### config.mk
export PLATFORM = sky130hd
export DESIGN_NAME = uart_rx_deframer
export DESIGN_NICKNAME = d
export VERILOG_FILES = /design/src/rtl/definitions_pkg.sv /design/src/rtl/uart_rx_deframer.sv
export SDC_FILE = /design/constraint.sdc
export NUM_CORES = 1
export LEC_CHECK = 0
export CORE_UTILIZATION = 48
export CTS_CLUSTER_DIAMETER = 100
export CTS_CLUSTER_SIZE = 16
export DETAILED_ROUTE_END_ITERATION = 10
export PLACE_DENSITY_LB_ADDON = 0.08
export SYNTH_ARGS = -nofsm -noshare
export SYNTH_HDL_FRONTEND = slang
export SYNTH_SLANG_ARGS = --single-unit
### constraint.sdc
create_clock -name clk -period 1.8 [get_ports clk]
set_clock_uncertainty 0.1 [all_clocks]
set_input_delay 0.36 -clock clk [delete_from_list [all_inputs] [get_ports clk]]
set_output_delay 0.36 -clock clk [all_outputs]
set_load 0.05 [all_outputs]
### src/rtl/definitions_pkg.sv
// Shared project definitions: clocking constants, UART defaults and receiver FSM states.
package definitions_pkg;

    localparam int unsigned CLOCK_RATE     = 50_000_000;
    localparam int unsigned BAUD_RATE      = 115_200;
    localparam int unsigned UART_DATA_BITS = 8;

    typedef enum logic [2:0] {
        IDLE,
        DATA,
        PARITY,
        STOP,
        BREAK
    } rx_state_e;

endpackage

### src/rtl/uart_rx_deframer.sv
// UART receive deframer: recovers start/data/parity/stop framing from the synchronizer's
// baud strobe and clean rx line, and holds each byte in a one-entry valid/ready register.
module uart_rx_deframer
    import definitions_pkg::*;
#(
    parameter int unsigned DATA_BITS  = UART_DATA_BITS,
    parameter bit          PARITY_EN  = 1'b0,
    parameter bit          PARITY_ODD = 1'b0
) (
    input  logic                 clk,
    input  logic                 rst,
    input  logic                 baud,
    input  logic                 rx,
    output logic [DATA_BITS-1:0] m_data,
    output logic                 m_valid,
    input  logic                 m_ready,
    output logic                 m_parity_err,
    output logic                 frame_err,
    output logic                 overrun
);

    localparam int unsigned      CNT_W    = $clog2(DATA_BITS + 1);
    localparam logic [CNT_W-1:0] LAST_BIT = CNT_W'(DATA_BITS - 1);

    if (DATA_BITS < 5 || DATA_BITS > 8) begin : g_bad_data_bits
        $fatal(1, "uart_rx_deframer: DATA_BITS must be 5..8");
    end

    rx_state_e            state_q, state_d;
    logic [CNT_W-1:0]     bit_cnt_q, bit_cnt_d;
    logic [DATA_BITS-1:0] shift_q, shift_d;
    logic                 par_bad_q, par_bad_d;
    logic                 baud_q;
    logic                 samp;
    logic                 deliver_c;
    logic                 frame_err_c;
    logic                 load_c;
    logic                 overrun_c;

    // baud_q resets high so a baud already high at reset release is not a strobe
    assign samp = baud & ~baud_q;

    // State and datapath registers
    always_ff @(posedge clk or posedge rst) begin
        if (rst) begin
            baud_q    <= 1'b1;
            state_q   <= IDLE;
            bit_cnt_q <= '0;
            shift_q   <= '0;
            par_bad_q <= 1'b0;
        end else begin
            baud_q    <= baud;
            state_q   <= state_d;
            bit_cnt_q <= bit_cnt_d;
            shift_q   <= shift_d;
            par_bad_q <= par_bad_d;
        end
    end

    // Next-state: every transition and rx sample is qualified by samp
    always_comb begin
        state_d     = state_q;
        bit_cnt_d   = bit_cnt_q;
        shift_d     = shift_q;
        par_bad_d   = par_bad_q;
        deliver_c   = 1'b0;
        frame_err_c = 1'b0;
        if (samp) begin
            case (state_q)
                IDLE: begin
                    if (!rx) begin
                        state_d   = DATA;
                        bit_cnt_d = '0;
                        par_bad_d = 1'b0;
                    end
                end
                DATA: begin
                    shift_d   = {rx, shift_q[DATA_BITS-1:1]};
                    bit_cnt_d = bit_cnt_q + CNT_W'(1);
                    if (bit_cnt_q == LAST_BIT) begin
                        state_d = PARITY_EN ? PARITY : STOP;
                    end
                end
                PARITY: begin
                    par_bad_d = (^{shift_q, rx}) != PARITY_ODD;
                    state_d   = STOP;
                end
                STOP: begin
                    if (rx) begin
                        deliver_c = 1'b1;
                        state_d   = IDLE;
                    end else begin
                        frame_err_c = 1'b1;
                        state_d     = BREAK;
                    end
                end
                BREAK: begin
                    if (rx) begin
                        state_d = IDLE;
                    end
                end
                default: state_d = IDLE;
            endcase
        end
    end

    // A completed byte loads when the holding register is empty or draining this cycle
    assign load_c    = deliver_c & (~m_valid | m_ready);
    assign overrun_c = deliver_c & m_valid & ~m_ready;

    // Output holding register and error pulses
    always_ff @(posedge clk or posedge rst) begin
        if (rst) begin
            m_data       <= '0;
            m_valid      <= 1'b0;
            m_parity_err <= 1'b0;
            frame_err    <= 1'b0;
            overrun      <= 1'b0;
        end else begin
            if (load_c) begin
                m_data       <= shift_q;
                m_parity_err <= par_bad_q;
            end
            m_valid   <= load_c | (m_valid & ~m_ready);
            frame_err <= frame_err_c;
            overrun   <= overrun_c;
        end
    end

endmodule
==> results.yml, run 1 <==
outcome:
  status: "complete, no violations"
sta:
  setup_slack_ns: 0.0432
  finalCritPeriodShare_pct: 97.6
  worst_pin_slew_ns: 0.473
  setup_viol: 0
  setup-tns-final_ns: 0
  hold_slack_ns: 0.212
  max_freq_mhz: 569
  finalMaxSlewViolations: 0
  maxSlewHeadroom_pct: 68.2
  period_minus_slack_ns: 1.76
  timing.final.hold_violations: 0
setup_path:
  worstPathMaxFanout: 4
  crit_type: "reg2reg"
  crit_chain: "nor3b_4 > nand4_2 > nor2b_4 > clkbuf_16 > mux2_2"
  worst_path_max_delay_cell: "dfrtp_1"
  cp_top_family: "simple AND/OR/NAND/NOR gates"
  cp_data_required_time_ns: 1.90
  cpPeakStageDelay_ns: 0.47
  cp_num_buf_inv: 1
  start_kind: "register"
  crit_path_end_kind: "register"
  crit_arrival_ns: 1.86
detailed_routing:
  routed_wl_um: 2320
  vias_per_cell: 5.08
  wire_per_inst_um: 14.0
  first_pass_iters: 4
  drtAntennaViolNets: 0
  via_count: 839
  drc: 0
  drtIter0Drc: 16
finish:
  final_cell_mix: "dfrtp_1, buf_4, mux2_2"
  fillers: 192
  final_cells: 165
  fin_nets: 140
  antenna_cells: 0
  stdcell_area_sq_um: 1690
  drive_gt1_share_pct: 41.5
  area_growth_pct: 29.5
  final_common_cell: "dfrtp_1"
  post-route-util_pct: 67.1
synthesis:
  yosys_register_bits: 29
  ys_seq_area_share_pct: 55.7
  syn-mean-instance-area_sq_um: 13.2
  yosysUniqueCellTypes: 31
  yosysWarningCount: 0
  syn_nets: 105
  syn_area_sq_um: 1310
  synthCells: 99
place:
  place_area_sq_um: 1560
  pre_cts_ws_ns: -0.295
  dpl.cell_count: 154
  gp_congestion: 0.805
  port_buffers: 16
  dp_hpwl_um: 1610
global_routing:
  grt_remaining_overflow: 0
  grtUsageTotal_pct: 18.4
  antenna_found_initial: 0
  grt_pass1_wl_um: 3710
  grt_pass1_vias: 842
  grt_max_degree: 22
cts:
  clk_pin_slew_ns: 0.10
  clock-root-buffer: "clkbuf_4"
  clock-sinks: 29
  cts_tree: "done"
  htreeDepth: 2
  cts-buffers-inserted: 5
  ctsHoldBuffers: 0
  cts_buffer_depth: 2
  worstSkewPairLatency_ns: 0.32
die:
  start_util_pct: 51.8
  coreArea_sq_um: 2520
  die_w_um: 54.2
  num_rows: 18
  design.die.area_sq_um: 2930
  ios: 17
  die_h_um: 54.2
power:
  vdd_drop_max_uv: 1220
  power_leakage_nw: 0.844
  power_per_cell_area_nw_per_um2: 1610
  p_total_mw: 2.72
hold_path:
  hold_class: "in2async"
flow_run:
  drv_cap: 0
timing repair:
item                                   CTS  global route
endpoints found under the hold margin    0             0
setup buffers                            0             2
setup endpoints to repair                0             9
gates resized for setup                  0             2
cell usage after synthesis:
master	number	area share, %
a21oi_1	2	0.77
nand3b_1	1	0.57
nor2b_1	1	0.48
inv_1	4	1.1
o22a_1	1	0.67
dfstp_2	1	2.0
ha_1	1	0.96
nor2_1	2	0.57
mux2_1	1	0.86
nand3_1	2	0.77
clkbuf_1	1	0.29
o21ai_0	8	3.1
nand2_2	1	0.48
a22o_1	1	0.67
dfrtp_1	28	54
a32o_1	1	0.77
mux2_2	15	13
nor4b_4	1	1.8
nor2b_2	1	0.67
nand2_1	6	1.7
mux2i_1	1	0.77
nand4_2	1	0.96
nor3b_4	1	1.4
xnor2_1	4	2.7
nand4_1	1	0.48
and4_1	1	0.67
nand2b_1	3	1.4
xnor3_1	1	1.7
nor3_1	1	0.38
buf_6	3	2.6
xor2_1	3	2.0
registers in the layout, summed over array words and instances (netlist names):
signal and count:
bit_cnt_q 4, m_valid 1, m_parity_err 1, baud_q 1
par_bad_q 1, m_data 8, shift_q 8, overrun 1
frame_err 1, state_q 3
cell type report:
| class | count | area, sq um | share of cell area [%] |
|---|---|---|---|
| clock inverters | 1 | 30.0 | 1.78 |
| repair buffers | 32 | 295 | 17.5 |
| flip-flops and latches | 29 | 727 | 43.0 |
| inverters | 4 | 15.0 | 0.888 |
| well taps | 30 | 37.5 | 2.22 |
| multi-input cells | 62 | 532 | 31.4 |
| clock buffers | 7 | 55.1 | 3.25 |
worst register-to-register path, delay by kind of cell (launching register included):
kind                   cells  cell delay (ns)
muxes                      1             0.32
buffers and inverters      1             0.16
DFF                        1             0.47
and+or+nand+nor            3             0.61
where the power goes:
group	internal, mW	switching (mW)
registers	0.868	0.197
logic	0.564	0.542
clock network	0.332	0.215
total	1.76	0.954
routing by layer:
metal / global-route usage, % / vias up / routed length [um]
met3: 5.93 / 2 / 80
li1: - / 416 / -
met2: 28.7 / 21 / 1120
met1: 23.6 / 400 / 1100
met4: 6.84 / 0 / 12
met5: 0 / - / 0
logic make-up (layout without fill, tap and decap cells):
logic type      count (synthesis)  in the layout  share of synthesized area, %
fa+ha+maj                       1              1                         0.958
xor+xnor                        8              8                          6.42
mux                            17             17                          14.6
flops                          29             29                          55.7
buf+inv                         8             44                          4.02
simple gates                   23             23                          12.5
compound gates                 13             13                          5.94
worst paths after layout:
path	start	endpoint	slack, ns	cells after the start
max	state_q[2]$_DFFE_PP0P_	m_data[1]$_DFFE_PP0P_	0.04	5
min	rst	bit_cnt_q[3]$_DFFE_PP0P_	0.21	2
max reg2reg	state_q[2]$_DFFE_PP0P_	m_data[1]$_DFFE_PP0P_	0.04	5
min reg2reg	m_parity_err$_DFFE_PP0P_	m_parity_err$_DFFE_PP0P_	0.39	1
max in group asynchronous	rst	overrun$_DFF_PP0_	0.93	3
min in group clk	baud	baud_q$_DFF_PP1_	0.23	2
No activity file was read; power rests on OpenSTA's default activity.
==> inputs of run 2 (changes only) <==
- ABC_AREA: not set -> 0
- CAP_MARGIN: not set -> 20
==> results of run 2 <==
Same layout as run 1: the final DEF is identical, and so are final timing and power.
==> inputs of run 3 (changes only) <==
- CORE_MARGIN: not set -> 5
- SKIP_LAST_GASP: not set -> 1
==> run 3 against run 2 <==
Sequential share of layout area increased by 0.94 points. Worst hold slack got worse by 0.015 ns. Core utilization decreased by 5.4 points. Largest cell class unchanged.
==> results.yml, run 3 (same netlist as run 1, synthesis figures left out) <==
outcome:
  status: "complete, no violations"
cts:
  clk_pin_slew_ns: 0.09
  worstSkewPairLatency_ns: 0.32
  clock-root-buffer: "clkbuf_4"
  cts_buffer_depth: 2
  htreeDepth: 2
  cts_tree: "done"
  cts-buffers-inserted: 5
  clock-sinks: 29
  ctsHoldBuffers: 0
global_routing:
  grt_remaining_overflow: 0
  grt_pass1_wl_um: 4140
  grtUsageTotal_pct: 13.7
  grt_max_degree: 30
  grt_pass1_vias: 921
  antenna_found_initial: 0
setup_path:
  worstReg2RegStart: "state_q[2]$_DFFE_PP0P_"
  cp_num_buf_inv: 1
  reg2reg_depth: 5
  path_depth: 5
  cp_top_family: "simple AND/OR/NAND/NOR gates"
  critPathLaunch: "state_q[2]$_DFFE_PP0P_"
  crit_arrival_ns: 1.84
  crit_chain: "nor3b_4 > nand4_2 > nor2b_4 > clkbuf_16 > mux2_2"
  cpPeakStageDelay_ns: 0.42
  worstPathMaxFanout: 4
  crit_type: "reg2reg"
  ff2ff_setup_slack_ns: 0.08
  start_kind: "register"
  crit_path_end: "m_data[3]$_DFFE_PP0P_"
  cp_data_required_time_ns: 1.91
  worst_path_max_delay_cell: "dfrtp_1"
  r2r_end: "m_data[3]$_DFFE_PP0P_"
  crit_path_end_kind: "register"
place:
  gp_congestion: 0.775
  dp_hpwl_um: 1570
  port_buffers: 16
  pre_cts_ws_ns: -0.286
die:
  die_w_um: 62.2
  die_h_um: 62.2
  ios: 17
  design.die.area_sq_um: 3860
  coreArea_sq_um: 2690
  start_util_pct: 48.6
  num_rows: 19
finish:
  fillers: 234
  final_cell_mix: "dfrtp_1, buf_4, mux2_2"
  area_growth_pct: 26.7
  final_common_cell: "dfrtp_1"
  reg_top3: "m_data x8, shift_q x8, bit_cnt_q x4"
  fin_nets: 137
  antenna_cells: 0
  drive_gt1_share_pct: 40.9
sta:
  timing.final.hold_violations: 0
  period_minus_slack_ns: 1.72
  max_freq_mhz: 581
  setup_viol: 0
  finalCritPeriodShare_pct: 95.7
  maxSlewHeadroom_pct: 69.3
  rsz0062_at_grt: "false"
  finalMaxSlewViolations: 0
  worst_pin_slew_ns: 0.456
  setup_slack_ns: 0.0778
power:
  p_total_mw: 2.60
  power_per_cell_area_nw_per_um2: 1570
  power_leakage_nw: 0.824
  vdd_drop_max_uv: 975
detailed_routing:
  vias_per_cell: 5.10
  via_count: 831
  first_pass_iters: 4
  drc: 0
  drtAntennaViolNets: 0
  drtIter0Drc: 14
  routed_wl_um: 2370
  wire_per_inst_um: 14.5
hold_path:
  hold_class: "in2reg"
flow_run:
  drv_cap: 0
## run 3: worst register-to-register path: cells and delay by family, from the launching register on
family	cells	cell delay [ns]
buf+inv	1	0.16
flops	1	0.42
mux	1	0.32
simple gates	3	0.61
## run 3: where the power goes
part,switching (mW),internal [mW],leakage (nW)
sequential,0.198,0.868,0.375
clock,0.229,0.226,0.0413
combinational,0.533,0.549,0.407
## run 3: metal layers
layer	up-vias	share of wire, %	track usage, %
met3	6	4.1	4.86
li1	405	-	-
met1	408	42	15.1
met4	0	2.2	7.32
met2	12	52	22.7
met5	-	0	0
## run 3: final cells by class
cell class              count  area (sq um)  area share [%]
clock buffers               7          65.1            3.93
clock inverters             1          5.00           0.302
inverters                   4          15.0           0.907
multi-input cells          62           532            32.1
flip-flops and latches     29           727            43.9
well taps                  31          38.8            2.34
repair buffers             29           273            16.5
## run 3: how the worst min path moves through the flow
| stage | start | end | slack (ns) | cells after the start |
|---|---|---|---|---|
| after floorplan | baud | baud_q$_DFF_PP1_ | 0.26 | 0 |
| after global routing | baud | baud_q$_DFF_PP1_ | 0.19 | 2 |
| after CTS | rst | state_q[0]$_DFFE_PP0P_ | 0.26 | 3 |
| final | baud | baud_q$_DFF_PP1_ | 0.20 | 2 |
| after detailed placement | par_bad_q$_DFFE_PP0P_ | m_parity_err$_DFFE_PP0P_ | 0.38 | 1 |
| after global placement | m_parity_err$_DFFE_PP0P_ | m_parity_err$_DFFE_PP0P_ | 0.38 | 1 |
## run 3: metrics by stage
stage	cell area (sq um)	cells	TNS [ns]	util [%]	hold WS, ns
global route	1660	163	0	61.6	0.189
finish	1660	163	0	61.6	0.197
floorplan	1310	99	0	-	0.264
global placement	1550	153	-4.43	57.5	0.378
detailed placement	1550	153	-4.64	57.5	0.383
CTS	1620	161	0	60.1	0.261
## run 3: repair_timing
action / 4_1_cts / 5_1_grt
endpoints found under the setup margin: 0 / 9
gates resized for setup: 0 / 2
hold endpoints to repair: 0 / 0
buffers inserted: 0 / 1
